===== src/rtl/ad5318_rx.sv =====
// AD5318 serial-link slave: oversamples SCLK/DIN/SYNC_b/LDAC_b in the clkin domain,
// assembles 16-bit frames and maintains per-channel input/DAC registers and control state.
module ad5318_rx #(
  parameter int NCH         = 8,
  parameter int DW          = 10,
  parameter int SYNC_STAGES = 2
) (
  input  logic              clkin,
  input  logic              rstn,
  input  logic              SCLK,
  input  logic              SYNC_b,
  input  logic              DIN,
  input  logic              LDAC_b,
  output logic [NCH*DW-1:0] dac_code,
  output logic [NCH-1:0]    dac_upd,
  output logic [NCH-1:0]    pd,
  output logic [5:0]        gain_buf,
  output logic [1:0]        ldac_mode,
  output logic [15:0]       rx_word,
  output logic              rx_valid,
  output logic              frame_err
);

  typedef enum logic [1:0] {S_IDLE, S_SHIFT, S_DONE} state_t;

  // Synchronizers reset to 0 so that a SYNC_b already low at reset release
  // produces no falling edge until it has been seen high.
  logic [3:0] r_sync [SYNC_STAGES];
  logic [2:0] r_prev;
  logic       w_sclk_s, w_din_s, w_sync_s, w_ldac_s;
  logic       w_sclk_fall, w_sync_fall, w_sync_rise, w_ldac_fall;

  always_ff @(posedge clkin or negedge rstn) begin
    if (!rstn) begin
      for (int i = 0; i < SYNC_STAGES; i++) r_sync[i] <= '0;
      r_prev <= '0;
    end else begin
      r_sync[0] <= {LDAC_b, SYNC_b, DIN, SCLK};
      for (int i = 1; i < SYNC_STAGES; i++) r_sync[i] <= r_sync[i-1];
      r_prev <= {w_ldac_s, w_sync_s, w_sclk_s};
    end
  end

  assign {w_ldac_s, w_sync_s, w_din_s, w_sclk_s} = r_sync[SYNC_STAGES-1];
  assign w_sclk_fall = r_prev[0] & ~w_sclk_s;
  assign w_sync_fall = r_prev[1] & ~w_sync_s;
  assign w_sync_rise = ~r_prev[1] & w_sync_s;
  assign w_ldac_fall = r_prev[2] & ~w_ldac_s;

  state_t      r_state, w_next_state;
  logic [4:0]  r_cnt;
  logic [15:0] r_shift;
  logic [15:0] w_word;
  logic        w_shift_en, w_word_done, w_abort;

  always_ff @(posedge clkin or negedge rstn) begin
    if (!rstn) r_state <= S_IDLE;
    else       r_state <= w_next_state;
  end

  // NOTE: combinational blocks use blocking '=' with every output defaulted
  // first, so no path through the block leaves a signal unassigned (no latch).
  always_comb begin
    w_next_state = r_state;
    w_shift_en   = 1'b0;
    w_word_done  = 1'b0;
    w_abort      = 1'b0;
    unique case (r_state)
      S_IDLE: if (w_sync_fall) w_next_state = S_SHIFT;
      S_SHIFT: begin
        if (w_sync_rise) begin
          w_next_state = S_IDLE;
          w_abort      = (r_cnt != 5'd0);
        end else if (w_sclk_fall) begin
          w_shift_en = 1'b1;
          if (r_cnt == 5'd15) begin
            w_word_done  = 1'b1;
            w_next_state = S_DONE;
          end
        end
      end
      S_DONE:  if (w_sync_rise) w_next_state = S_IDLE;
      default: w_next_state = S_IDLE;
    endcase
  end

  assign w_word = {r_shift[14:0], w_din_s};

  always_ff @(posedge clkin or negedge rstn) begin
    if (!rstn) begin
      r_cnt   <= '0;
      r_shift <= '0;
    end else if (r_state == S_IDLE) begin
      r_cnt <= '0;
    end else if (w_shift_en) begin
      r_cnt   <= r_cnt + 5'd1;
      r_shift <= w_word;
    end
  end

  logic [DW-1:0]  r_inreg [NCH];
  logic [DW-1:0]  r_dacreg [NCH];
  logic [DW-1:0]  w_inreg_nx [NCH];
  logic [DW-1:0]  w_dacreg_nx [NCH];
  logic [NCH-1:0] r_pd, w_pd_nx, r_upd, w_upd_nx;
  logic [5:0]     r_gain, w_gain_nx;
  logic [1:0]     r_mode, w_mode_nx;
  logic [15:0]    r_rx_word;
  logic           r_rx_valid, r_frame_err;

  always_comb begin
    w_inreg_nx  = r_inreg;
    w_dacreg_nx = r_dacreg;
    w_upd_nx    = '0;
    w_pd_nx     = r_pd;
    w_gain_nx   = r_gain;
    // Single-update mode lasts exactly one cycle, then falls back to mode 01.
    w_mode_nx   = (r_mode == 2'b10) ? 2'b01 : r_mode;
    if (w_word_done) begin
      if (!w_word[15]) begin
        w_inreg_nx[w_word[14:12]] = w_word[11:2];
        if (r_mode == 2'b00) begin
          w_dacreg_nx[w_word[14:12]] = w_word[11:2];
          w_upd_nx[w_word[14:12]]    = 1'b1;
        end
      end else begin
        unique case (w_word[14:13])
          2'b00: w_gain_nx = w_word[5:0];
          2'b01: begin
            if (w_word[1:0] != 2'b11) w_mode_nx = w_word[1:0];
            if (w_word[1:0] == 2'b10) begin
              w_dacreg_nx = r_inreg;
              w_upd_nx    = '1;
            end
          end
          2'b10: w_pd_nx = w_word[NCH-1:0];
          2'b11: begin
            for (int i = 0; i < NCH; i++) begin
              w_inreg_nx[i]  = '0;
              w_dacreg_nx[i] = '0;
            end
            w_upd_nx = '1;
            if (w_word[12]) begin
              w_pd_nx   = '0;
              w_gain_nx = '0;
              w_mode_nx = 2'b00;
            end
          end
          default: ;
        endcase
      end
    end
    // Loading from the post-write input regs gives write-through on a coincident write.
    if (w_ldac_fall && (r_mode == 2'b01 || r_mode == 2'b10)) begin
      w_dacreg_nx = w_inreg_nx;
      w_upd_nx    = '1;
    end
  end

  // NOTE: the register file is small and must read zero after reset, so it is
  // reset explicitly rather than being inferred as a RAM without reset.
  always_ff @(posedge clkin or negedge rstn) begin
    if (!rstn) begin
      for (int i = 0; i < NCH; i++) begin
        r_inreg[i]  <= '0;
        r_dacreg[i] <= '0;
      end
      r_pd        <= '0;
      r_upd       <= '0;
      r_gain      <= '0;
      r_mode      <= 2'b00;
      r_rx_word   <= '0;
      r_rx_valid  <= 1'b0;
      r_frame_err <= 1'b0;
    end else begin
      r_inreg     <= w_inreg_nx;
      r_dacreg    <= w_dacreg_nx;
      r_pd        <= w_pd_nx;
      r_upd       <= w_upd_nx;
      r_gain      <= w_gain_nx;
      r_mode      <= w_mode_nx;
      r_rx_valid  <= w_word_done;
      r_frame_err <= w_abort;
      if (w_word_done) r_rx_word <= w_word;
    end
  end

  for (genvar g = 0; g < NCH; g++) begin : g_pack
    assign dac_code[g*DW +: DW] = r_dacreg[g];
  end

  assign dac_upd   = r_upd;
  assign pd        = r_pd;
  assign gain_buf  = r_gain;
  assign ldac_mode = r_mode;
  assign rx_word   = r_rx_word;
  assign rx_valid  = r_rx_valid;
  assign frame_err = r_frame_err;

endmodule


===== config.mk =====
export PLATFORM = sky130hd
export DESIGN_NAME = ad5318_rx
export DESIGN_NICKNAME = d
export VERILOG_FILES = /design/src/rtl/ad5318_rx.sv
export SDC_FILE = /design/constraint.sdc
export NUM_CORES = 1
export LEC_CHECK = 0
export ABC_AREA = 1
export CORE_ASPECT_RATIO = 0.6
export CORE_MARGIN = 4
export CORE_UTILIZATION = 35
export CTS_CLUSTER_SIZE = 14
export DETAILED_ROUTE_END_ITERATION = 8
export SYNTH_ARGS = -nofsm -noshare
export SYNTH_HDL_FRONTEND = slang
export SYNTH_SLANG_ARGS = --single-unit

===== constraint.sdc =====
create_clock -name clkin -period 2.6 [get_ports clkin]
set_input_delay 0.26 -clock clkin [delete_from_list [all_inputs] [get_ports clkin]]
set_output_delay 0.26 -clock clkin [all_outputs]
set_load 0.02 [all_outputs]

==> reports/metrics.cfg <==
[min_path]
hold_path.startpoint=LDAC_b
worst_hold_path_type=in -> reg

[routing]
final_antenna_net_count=0
vias_per_cell=5.23
route.detailed.wl_per_inst_um=18.0
final_routed_drc_violation_total=0
dr.first_iter.drc_count=1087
routed_wl_um=34100
drt_first_pass_iters=6
detailroute.via_count=9901

[finish]
post_route_cells_drive_above_1_share=0.0728
layout-area-overhead-vs-synth_pct=24.0
post-route-cell-area_sq_um=13400
finalNetCount=1478
antennaDiodeCount=0
utilization=0.444

[sta]
report.final.hold_viol_count=0
setup_viol=0
fin_worst_skew_ps=15.8
slew_headroom=0.609
max_freq_ghz=0.417
final_min_period_over_clock_period=0.921
grt_setup_unrepaired=false
tightest_slew_ps=585
min_period_ps=2400
setup-tns-final_ps=0
report.final.slew_viol_count=0

[floorplan]
die-area_sq_um=33900
boundaryPins=128
rows=49
core_region_area_sq_um=30200
die_width_um=235
initial_core_util=0.358
die_y_um=144

[power_and_ir_drop]
comb_power_share=0.066
power.static_leakage_nw=6.50
worst_ir_drop_vdd_mv=0.421
clock_power_share=0.442
p_switching_mw=1.94
relative_contribution_of_sequential_cells_to_total_power=0.492
power.share.switching=0.255
internal_power_mw=5.66
cellPowerDensity_nw_per_um2=567

[synthesis]
synth-edff-count=0
synthTopCellsByArea=dfrtp_1, nand2_1, nand3_1, o21ai_0, nand4_1
synth_warnings=0
synth_largest_area_cell=dfrtp_1
post_synth_fa_ha_maj_area_fraction=0.00579
netlist_instances=1341
ys_top_cells_by_count=nand2_1, dfrtp_1, nand3_1
synth_top_family_by_area=simple AND/OR/NAND/NOR gates
synth.most_common_cell=nand2_1
synth.yosys.seq_area_share=0.544
mappedNetlistNets=1352
synth_compound_area_frac=0.0603
netlist.area_leader.share=0.544
synth_flop_cell=dfrtp_1
syn_area_per_cell_sq_um=8.06
muxShareOfSynthArea=0
synth_area_sq_um=10800
asyncSetResetFlopFracSynth=1.00
synth_seq_cells=235
yosys.area_share.xor_xnor=0
synth_cell_type_count=28
synthSimpleGateAreaFrac=0.334

[worst_setup_path]
worstSetupEndpoint=dac_code[11]
critical_path.reg2reg.startpoint=r_cnt[0]
timing.critical_path.from_type=flip-flop
worstSetupPathType=reg -> reg
cp-startpoint=r_cnt[0]
worstPathMaxFanout=46
rrSetupSlack_ps=200
cp.arrival_ps=2800
critical_path.reg2reg.endpoint=dac_code[11]
wp_data_required_ps=3010
timing.reg2reg.worst_path_depth=12
crit_path_end_kind=flip-flop

[grt]
grt_pass1_wl_um=54200
antenna_found_initial=1
grt_start_max_net_pins=71
groute.usage.overall=0.198
vias_in_the_first_global_route=9362
grt_overflow=0

[placed_design]
detailedPlacementHpwl_um=22200
routabilityCongestion=0.844
placement.io_buffers=127
placement.cell_area_sq_um=12600

[clock_tree]
clk_latency_ps=530
clkTransAtPathRegs_ps=60
cts_repair_resize_count=0
cts-root-to-sink-buffers=3
clock_tree_from_tritoncts=yes
cts_buffers=24
cts_h_tree_depth=1
clock-sinks=235
clock-root-buffer=clkbuf_16

[run]
cap_viol_max_count=0

[outcome]
status=finished clean

critical path, stage by stage (launching register included):
cell and delay, ps:
dfrtp_1 370, ha_1 170, nand2_1 70, nor2_1 100
ha_1 200, nand3_1 210, nor2_8 290, buf_12 280
nand2_2 220, nand2_1 110, nand2_1 80, nand2_1 70
nand3_1 80
cells in the final DEF, fill, tap and decap left out:
cell             Yosys  routed
inv_8                0       1
inv_1               49      49
nor2_1              39      38
a21oi_1              3       3
clkinvlp_4           0       1
o22ai_1              1       1
nor2_8               1       1
inv_2                5       4
nand2_4              1       1
o31ai_1              3       3
dfrtp_1            235     235
nand4_1             67      67
o21ai_1             32      32
nor2_4               1       2
nand2_2             10      10
clkbuf_16            0      25
or2_2                3       3
buf_8                0       1
a311oi_1             1       1
o21ai_2              1       1
nand3_1            178     178
clkbuf_1            40      11
clkbuf_8             0       3
o21ai_0             86      86
clkinv_2             0       2
nand2_1            539     539
clkdlybuf4s50_1      0     126
buf_4                8      46
or2_0                1       1
inv_4                0       1
dlygate4sd3_1        0       1
nor2_2               1       1
ha_1                 5       5
buf_12               0       5
what timing repair did:
item                       in CTS  in global routing
setup endpoints to repair       0                 15
hold endpoints to repair       63                  0
hold buffers                    1                  0
buffers inserted                0                  2
area by class of cell:
cell class                 count  area, sq um
tap                          408          510
inverter                      54          205
sequential                   235         5880
timing repair buffer         179         1730
clock inverter                 4         28.8
fill                        3014        16800
multi-input combinational    973         4340
clock buffer                  39          708
registers in the layout (all words and copies together), names as in the netlist, 2 cells and up:
name,flops
r_sync,8
r_cnt,5
rx_word,16
r_inreg,80
dac_code,80
r_shift,15
dac_upd,8
r_prev,3
ldac_mode,2
pd,8
gain_buf,6
r_state,2
per-layer routing:
layer | global-route usage | routed length, um | up-vias | share of wire
met2 | 0.288 | 14500 | 401 | 0.43
met4 | 0.0407 | 531 | 0 | 0.016
met3 | 0.0435 | 2780 | 47 | 0.082
met1 | 0.303 | 16200 | 4797 | 0.48
met5 | 0 | 0 | - | 0
li1 | - | - | 4656 | -
logic make-up (layout without fill, tap and decap cells):
logic type      Yosys count  in the layout
buf+inv                 133            276
flops                   235            235
compound gates          127            127
simple gates            841            841
fa+ha+maj                 5              5
metrics by stage:
stage | total power, mW | instances | setup WS (ps) | hold slack (ps)
floorplan | 3.99 | 1341 | 694 | -35.6
global placement | 4.30 | 1846 | 258 | 272
detailed placement | 4.30 | 1846 | 153 | 271
CTS | 7.65 | 1890 | 136 | 153
global route | 7.88 | 1892 | 15.5 | 146
finish | 7.60 | 1892 | 205 | 164
power groups by stage:
stage          sequential [mW]  clock, mW  combinational [mW]
3_5_place_dp              3.81          0               0.493
3_3_place_gp              3.81          0               0.490
6_report                  3.74       3.36               0.500
5_1_grt                   3.75       3.58               0.549
2_1_floorplan             3.80          0               0.192
4_1_cts                   3.74       3.42               0.496
worst min-delay path by stage:
stage | to | slack [ps] | cells past startpoint
2_1_floorplan | dac_code[0] | -40 | 0
3_3_place_gp | dac_code[12] | 270 | 1
3_5_place_dp | dac_code[12] | 270 | 1
4_1_cts | r_sync[7] | 150 | 1
5_1_grt | r_sync[7] | 150 | 1
6_report | r_sync[7] | 160 | 1
Power figures use the tool's default switching activity.
